$ cat config.mk
export PLATFORM = sky130hd
export DESIGN_NAME = ascon_enc_loader
export DESIGN_NICKNAME = d
export VERILOG_FILES = /design/src/rtl/ascon_enc_loader.sv
export SDC_FILE = /design/constraint.sdc
export NUM_CORES = 1
export LEC_CHECK = 0
export ABC_AREA = 0
export ABC_CLOCK_PERIOD_IN_PS = 5900
export CORE_UTILIZATION = 30
export CTS_BUF_LIST = sky130_fd_sc_hd__clkbuf_4 sky130_fd_sc_hd__clkbuf_8 sky130_fd_sc_hd__clkbuf_16
export DETAILED_ROUTE_END_ITERATION = 10
export PLACE_DENSITY = 0.48
export SETUP_SLACK_MARGIN = 0.1
export SYNTH_ARGS = -nofsm -noshare
export SYNTH_HDL_FRONTEND = slang
export SYNTH_SLANG_ARGS = --single-unit
$ cat constraint.sdc
create_clock -name clk -period 5.9 [get_ports clk]
set_clock_uncertainty 0.15 [all_clocks]
set_input_delay 1.18 -clock clk [delete_from_list [all_inputs] [get_ports clk]]
set_output_delay 1.18 -clock clk [all_outputs]
set_load 0.01 [all_outputs]
$ cat src/rtl/ascon_enc_loader.sv
// Ascon encryption loader: captures key, nonce, AD and plaintext words on a
// valid/ready handshake, streams them MSB-first on the core's serial inputs,
// pulses the core start line, then waits for the core's done flag.
module ascon_enc_loader #(
    parameter int K            = 128,
    parameter int Y            = 128,
    parameter int L            = 128,
    parameter int START_CYCLES = 5
) (
    input  logic         clk,
    input  logic         rst,
    input  logic [K-1:0] key_i,
    input  logic [127:0] nonce_i,
    input  logic [L-1:0] ad_i,
    input  logic [Y-1:0] pt_i,
    input  logic         load_valid,
    output logic         load_ready,
    output logic         keyxSO,
    output logic         noncexSO,
    output logic         associated_dataxSO,
    output logic         plain_textxSO,
    output logic         encryption_startxSO,
    input  logic         encryption_readyxSI,
    output logic         busy
);

    localparam int M1 = (K > 128) ? K : 128;
    localparam int M2 = (M1 > L) ? M1 : L;
    localparam int M  = (M2 > Y) ? M2 : Y;
    localparam int CW = $clog2(M + 1);
    localparam int IW = $clog2(M);

    typedef enum logic [1:0] {
        ST_IDLE  = 2'd0,
        ST_SHIFT = 2'd1,
        ST_START = 2'd2,
        ST_WAIT  = 2'd3
    } state_t;

    state_t          state_r, state_s;
    logic [CW-1:0]   cnt_r, cnt_s;
    logic [3:0]      start_cnt_r, start_cnt_s;
    logic            capture_s;

    logic [K-1:0]    key_r;
    logic [127:0]    nonce_r;
    logic [L-1:0]    ad_r;
    logic [Y-1:0]    pt_r;

    logic            key_so_r, nonce_so_r, ad_so_r, pt_so_r, start_so_r;
    logic            key_so_s, nonce_so_s, ad_so_s, pt_so_s, start_so_s;

    // Fields are left-aligned in an M-bit frame so that positions past a
    // short field's length land on the zero padding.
    logic [M-1:0]    key_al_s, nonce_al_s, ad_al_s, pt_al_s;
    logic [IW-1:0]   nxt_pos_s;

    assign key_al_s   = M'(key_r) << (M - K);
    assign nonce_al_s = M'(nonce_r) << (M - 128);
    assign ad_al_s    = M'(ad_r) << (M - L);
    assign pt_al_s    = M'(pt_r) << (M - Y);

    // Frame position of bit i+1 (the bit presented after the next edge).
    assign nxt_pos_s  = IW'(M - 2) - cnt_r[IW-1:0];

    // Next-state, counter and next-output decode.
    always_comb begin
        state_s     = state_r;
        cnt_s       = cnt_r;
        start_cnt_s = start_cnt_r;
        capture_s   = 1'b0;
        key_so_s    = 1'b0;
        nonce_so_s  = 1'b0;
        ad_so_s     = 1'b0;
        pt_so_s     = 1'b0;
        start_so_s  = 1'b0;
        case (state_r)
            ST_IDLE: begin
                if (load_valid) begin
                    state_s    = ST_SHIFT;
                    cnt_s      = CW'(0);
                    capture_s  = 1'b1;
                    key_so_s   = key_i[K-1];
                    nonce_so_s = nonce_i[127];
                    ad_so_s    = ad_i[L-1];
                    pt_so_s    = pt_i[Y-1];
                end else begin
                    state_s = ST_IDLE;
                end
            end
            ST_SHIFT: begin
                if (cnt_r == CW'(M - 1)) begin
                    state_s     = ST_START;
                    start_cnt_s = 4'd1;
                    start_so_s  = 1'b1;
                end else begin
                    cnt_s      = cnt_r + CW'(1);
                    key_so_s   = key_al_s[nxt_pos_s];
                    nonce_so_s = nonce_al_s[nxt_pos_s];
                    ad_so_s    = ad_al_s[nxt_pos_s];
                    pt_so_s    = pt_al_s[nxt_pos_s];
                end
            end
            ST_START: begin
                if (start_cnt_r == 4'(START_CYCLES)) begin
                    state_s = ST_WAIT;
                end else begin
                    start_cnt_s = start_cnt_r + 4'd1;
                    start_so_s  = 1'b1;
                end
            end
            ST_WAIT: begin
                if (encryption_readyxSI) begin
                    state_s = ST_IDLE;
                end else begin
                    state_s = ST_WAIT;
                end
            end
            default: begin
                state_s = ST_IDLE;
            end
        endcase
    end

    // State and counter registers.
    always_ff @(posedge clk or negedge rst) begin
        if (!rst) begin
            state_r     <= ST_IDLE;
            cnt_r       <= CW'(0);
            start_cnt_r <= 4'd0;
        end else begin
            state_r     <= state_s;
            cnt_r       <= cnt_s;
            start_cnt_r <= start_cnt_s;
        end
    end

    // Captured words; only the IDLE handshake may write them.
    always_ff @(posedge clk or negedge rst) begin
        if (!rst) begin
            key_r   <= '0;
            nonce_r <= 128'h0;
            ad_r    <= '0;
            pt_r    <= '0;
        end else if (capture_s) begin
            key_r   <= key_i;
            nonce_r <= nonce_i;
            ad_r    <= ad_i;
            pt_r    <= pt_i;
        end
    end

    // Registered serial and start outputs.
    always_ff @(posedge clk or negedge rst) begin
        if (!rst) begin
            key_so_r   <= 1'b0;
            nonce_so_r <= 1'b0;
            ad_so_r    <= 1'b0;
            pt_so_r    <= 1'b0;
            start_so_r <= 1'b0;
        end else begin
            key_so_r   <= key_so_s;
            nonce_so_r <= nonce_so_s;
            ad_so_r    <= ad_so_s;
            pt_so_r    <= pt_so_s;
            start_so_r <= start_so_s;
        end
    end

    assign keyxSO              = key_so_r;
    assign noncexSO            = nonce_so_r;
    assign associated_dataxSO  = ad_so_r;
    assign plain_textxSO       = pt_so_r;
    assign encryption_startxSO = start_so_r;
    assign load_ready          = (state_r == ST_IDLE);
    assign busy                = (state_r != ST_IDLE);

endmodule

After elaboration in Yosys (flattened, before gate mapping) --
Cells that the tools add are included.
Word-level totals: bits of input ports 516, register bits 531, word-level logic and storage cells 69
Cells by class: add/subtract/negate cells 3, mux-type cells 36, equal/unequal tests 10, magnitude comparators 1, reductions and logical operators 7
Operators with widths (count):
- $bmux 1 s7 | 4
- $mux 1 | 17
- $mux 8 | 2
- $pmux 8 s2 | 1
- $ne 2x2->1 const B | 5
- $pmux 1 s2 | 5
- $add 8x1->8 const B | 1
- $eq 8x7->1 const B | 1
- $lt 7x8->1 const B | 1
- $mux 4 | 2
- $pmux 2 s4 | 1
- $pmux 4 s2 | 1
- $sub 7x7->7 const A | 1
- $mux 2 | 3
- $reduce_and 3->1 | 2
- $reduce_bool 2->1 | 3
- $add 4x1->4 const B | 1
- $eq 2x2->1 const B | 2
- $eq 4x3->1 const B | 1
- $eq 2x1->1 const B | 1
- $logic_not 2->1 | 1
- $reduce_and 2->1 | 1

Longest topological paths before layout --
depth in word-level cells 5, mapped depth 10, mapped depth without buffers 8

Least setup slack after synthesis --
Ideal clock, no wire load.
kind register to register, start point register cnt_r[1], end point register nonce_so_r, in the netlist noncexSO, period minus slack after synthesis 2637 ps, library setup time 104 ps, path slack 3263 ps, stages on the path, launching flop included 9, buffers on the path 1, data required time 5646 ps, arrival 2383 ps, cells stage by stage dfrtp_1 ha_1 buf_4 xor2_2 mux4_2 a22oi_1 a41oi_1 a21boi_1 o41ai_2
Between the ends: longest elaborated chain between the ends 5, elaborated cells on any way between the ends 6, classes of those cells add/sub (1); eq/ne (1); mux (4)
Ends and longest elaborated chain:
- start: declaration | RTL line 41 | logic [CW-1:0] cnt_r, cnt_s;
- start signal: assignment | RTL line 133 | cnt_r <= cnt_s;
- $sub 7x7->7 | RTL line 64 | assign nxt_pos_s = IW'(M - 2) - cnt_r[IW-1:0];
- $bmux 1 s7 | RTL line 99 | nonce_so_s = nonce_al_s[nxt_pos_s];
- $mux 1 (implied by the code) | RTL line 99
- $mux 1 (*) | RTL line 92 | if (cnt_r == CW'(M - 1)) begin
- $pmux 1 s2 (*) | RTL line 77 | case (state_r)
- named net nonce_so_s | RTL line 51 | logic key_so_s, nonce_so_s, ad_so_s, pt_so_s, start_so_s;
- end signal: assignment | RTL line 163 | nonce_so_r <= nonce_so_s;
- end: declaration | RTL line 50 | logic key_so_r, nonce_so_r, ad_so_r, pt_so_r, start_so_r;
Mark *: on every way through the listed nets, which the timed path passes. The rest lies on a longest branch. The select of a mux whose other input is x is not followed. A chain may end at the register's enable or synchronous reset.

Final worst setup path --
start point register cnt_r[0], end point register key_so_r, in the netlist keyxSO
Between the ends: longest elaborated chain between the ends 5, elaborated cells on any way between the ends 6, classes of those cells add/sub (1); eq/ne (1); mux (4)
Ends and longest elaborated chain:
- $sub 7x7->7 | RTL line 64
- $bmux 1 s7 | RTL line 98 | key_so_s = key_al_s[nxt_pos_s];
- $mux 1 (implied by the code) | RTL line 98
- $mux 1 (*) | RTL line 92
- $pmux 1 s2 (*) | RTL line 77
- named net key_so_s | RTL line 51
- end signal: assignment | RTL line 162 | key_so_r <= key_so_s;
- end: declaration | RTL line 50
Marks and branches as above.

==> results.toml <==
[synth]
async_flop_share = 1.00
postSynthAreaPerCell_um2 = 9.24
yosysWarnings = 0
ys_types = 55
synth_top_area_share = 0.539
ys_ff_latch = 531
synth_top_cells_by_area = "dfrtp_1 (54%), nand2_1 (25%), mux4_2 (12%)"
synth_fp_nets = 3190
synth_top_area_cell = "dfrtp_1"
synth_edf_count = 0
synth_ff_type = "dfrtp_1"
syn_inst = 2666
netlist_area_mm2 = 0.0246
yosysSeqAreaShare = 0.539

[critical_path]
crit_type = "reg2reg"
crit_path_top_delay_cell = "ha_4"
arrival_ns = 4.07
cp_max_fo = 75
cp-start-kind = "register"
crit_required_ns = 6.26
cpPeakStageDelay_ns = 0.72
cp_common_cell = "a32o_1"
cp_top_family = "adder cells"
worstSetupEndpointType = "register"
cp_num_buf_inv = 1
crit_chain = "ha_4 -> buf_12 -> mux4_2 -> mux2i_1 -> a32o_1 -> o21ai_0 -> a32o_1"

[routing]
drt_iter0_drc = 1346
dr.pass1.iters = 5
via_count = 20100
routedWlPerCell_um = 20.2
route.detailed.drc = 0
ant_nets = 0
avgViaCountPerCell = 4.75
drt-total-wl_um = 85200

[cts]
cts_tree = "built"
post-cts-setup-buffers = 0
clockBufferDepth = 3
htreeDepth = 2
clock-sinks = 531
cts_made_buffers = 60
clock_latency_ns = 0.62
cts-root-buf = "clkbuf_16"
postCtsHoldBufs = 0
cts_resized = 0
clkTransAtPathRegs_ns = 0.06

[global_route]
grt_pass1_vias = 21300
grt_usage = 0.204
antenna_found_initial = 8
overflow = 0
grt_pass1_wl_um = 128000
grt_max_degree = 139

[finish]
drive_above_1_share = 0.0883
syn_to_final_growth_pct = 33.5
final_nets = 3634
utilization = 0.406

[timing]
rsz0062_at_grt = "false"
tns_ns = 0
hold_violations = 0
maxSlewHeadroom = 0.326
worst_pin_slew_ns = 1.01
fin_crit_ns = 3.72
finalCritPeriodShare = 0.630
setup_viol = 0
fmax_mhz = 269
report.final.slew_viol_count = 0

[pwr]
p_per_area_mw_per_mm2 = 531
p_leak_uw = 0.0158
max-vdd-ir-drop_mv = 0.280

[placement]
dpl.hpwl_um = 60800
port_buffers = 522
gp_congestion = 0.819

[floorplanning]
initial_utilization = 0.304
ios = 523
coreArea_mm2 = 0.0809
die-area_mm2 = 0.0833
row_count = 104
die_y_um = 289
dieWidth_um = 289

[hold_path]
hold_path_class = "reg2reg"

[outcome]
status = "completed"

[run]
cap_violations = 0
## worst paths after layout
path / end / depth (start not counted) / start / slack (ns)
max: keyxSO / 7 / cnt_r[0] / 2.18
min reg2reg: key_al_s[41] / 2 / key_al_s[41] / 0.32
min: key_al_s[41] / 2 / key_al_s[41] / 0.32
max in group asynchronous: ad_al_s[116] / 2 / rst / 3.99
max reg2reg: keyxSO / 7 / cnt_r[0] / 2.18
min in group asynchronous: nonce_al_s[95] / 1 / rst / 0.39
## synth_stat cells, types with 6 or more instances
| cell type | instances |
|---|---|
| buf_4 | 17 |
| a32o_1 | 16 |
| a22oi_1 | 6 |
| buf_1 | 9 |
| mux2i_1 | 30 |
| inv_1 | 11 |
| clkbuf_1 | 121 |
| o21ai_0 | 19 |
| nor2_1 | 20 |
| nand3_1 | 14 |
| dfrtp_1 | 531 |
| mux4_2 | 127 |
| a21oi_1 | 19 |
| buf_2 | 12 |
| a221o_1 | 6 |
| nand4_1 | 7 |
| ha_1 | 8 |
| nor3_1 | 7 |
| nand2_1 | 1617 |
## worst reg2reg max path, cell delays in order (launching register included)
cell and delay, ns:
dfrtp_4 0.69, ha_4 0.73, buf_12 0.44, mux4_2 0.61, mux2i_1 0.27, a32o_1 0.17
o21ai_0 0.21, a32o_1 0.35
## stage by stage
stage | cell area [um2] | hold WS (ns) | power (uW) | instances | setup WS [ns]
2_1_floorplan | 24600 | 0.290 | 11100 | 2666 | 3.26
3_3_place_gp | 30800 | 0.303 | 13700 | 4108 | 2.07
3_5_place_dp | 30800 | 0.306 | 13800 | 4108 | 2.07
4_1_cts | 32900 | 0.322 | 17800 | 4218 | 2.08
5_1_grt | 32900 | 0.329 | 18700 | 4219 | 2.01
6_report | 32900 | 0.318 | 17500 | 4220 | 2.18
## final cells by class
type                    count  area (um2)
clock inverters            27         290
repair buffers            548        5600
inverters                  11        41.3
well taps                1060        1330
diodes                      2        5.00
fillers                  7991       48000
multi-input cells        1958       10600
flip-flops and latches    531       13300
clock buffers              83        1750
## layout by cell type, fill, tap and decap left out, types with 3 or more instances in the layout
cell             instances
clkbuf_8                12
a32o_1                  15
clkdlybuf4s50_1        521
a21oi_1                 19
clkbuf_4                11
clkinvlp_4               3
o311ai_0                 4
o21ai_0                 19
o22ai_1                  3
buf_12                  14
inv_1                   11
nor2_1                  20
clkbuf_16               60
nand3_1                 14
nand2_1               1616
a31oi_1                  3
nor3_1                   7
or3_1                    3
a221o_1                  6
mux2i_1                 30
xor2_1                   3
mux4_2                 127
a21o_1                   3
nand4_1                  7
dfrtp_1                530
xnor2_1                  4
bufinv_16                5
and3_1                   5
clkinv_2                15
ha_1                     7
o31ai_1                  4
buf_4                   12
a22oi_1                  6
## power by group
group	internal (uW)	switching [uW]
combinational	3170	4120
sequential	5340	963
clock	2280	1570
total	10800	6650
## registers in the layout (all words and copies together), names as in the netlist, 2 cells and up
name         flops
ad_al_s        128
key_al_s       128
nonce_al_s     128
pt_al_s        128
cnt_r            8
start_cnt_r      4
state_r          2
## metal layers
metal | wire (um) | GRT usage | up-vias
met5 | 52 | 0 | -
met4 | 2150 | 0.0554 | 8
met3 | 4370 | 0.0376 | 122
met2 | 41700 | 0.346 | 481
met1 | 37000 | 0.266 | 9965
li1 | - | - | 9474
## cells by family (layout without fill, tap and decap cells)
kind of cell / after synthesis / count (layout) / share of synthesized area
simple gates: 1683 / 1683 / 0.260
mux: 158 / 158 / 0.129
xor+xnor: 9 / 9 / 0.00427
other cells: 0 / 2 / 0
fa+ha+maj: 8 / 8 / 0.00406
flops: 531 / 531 / 0.539
compound gates: 100 / 100 / 0.0306
buf+inv: 177 / 669 / 0.0325
Power figures use the tool's default switching activity.
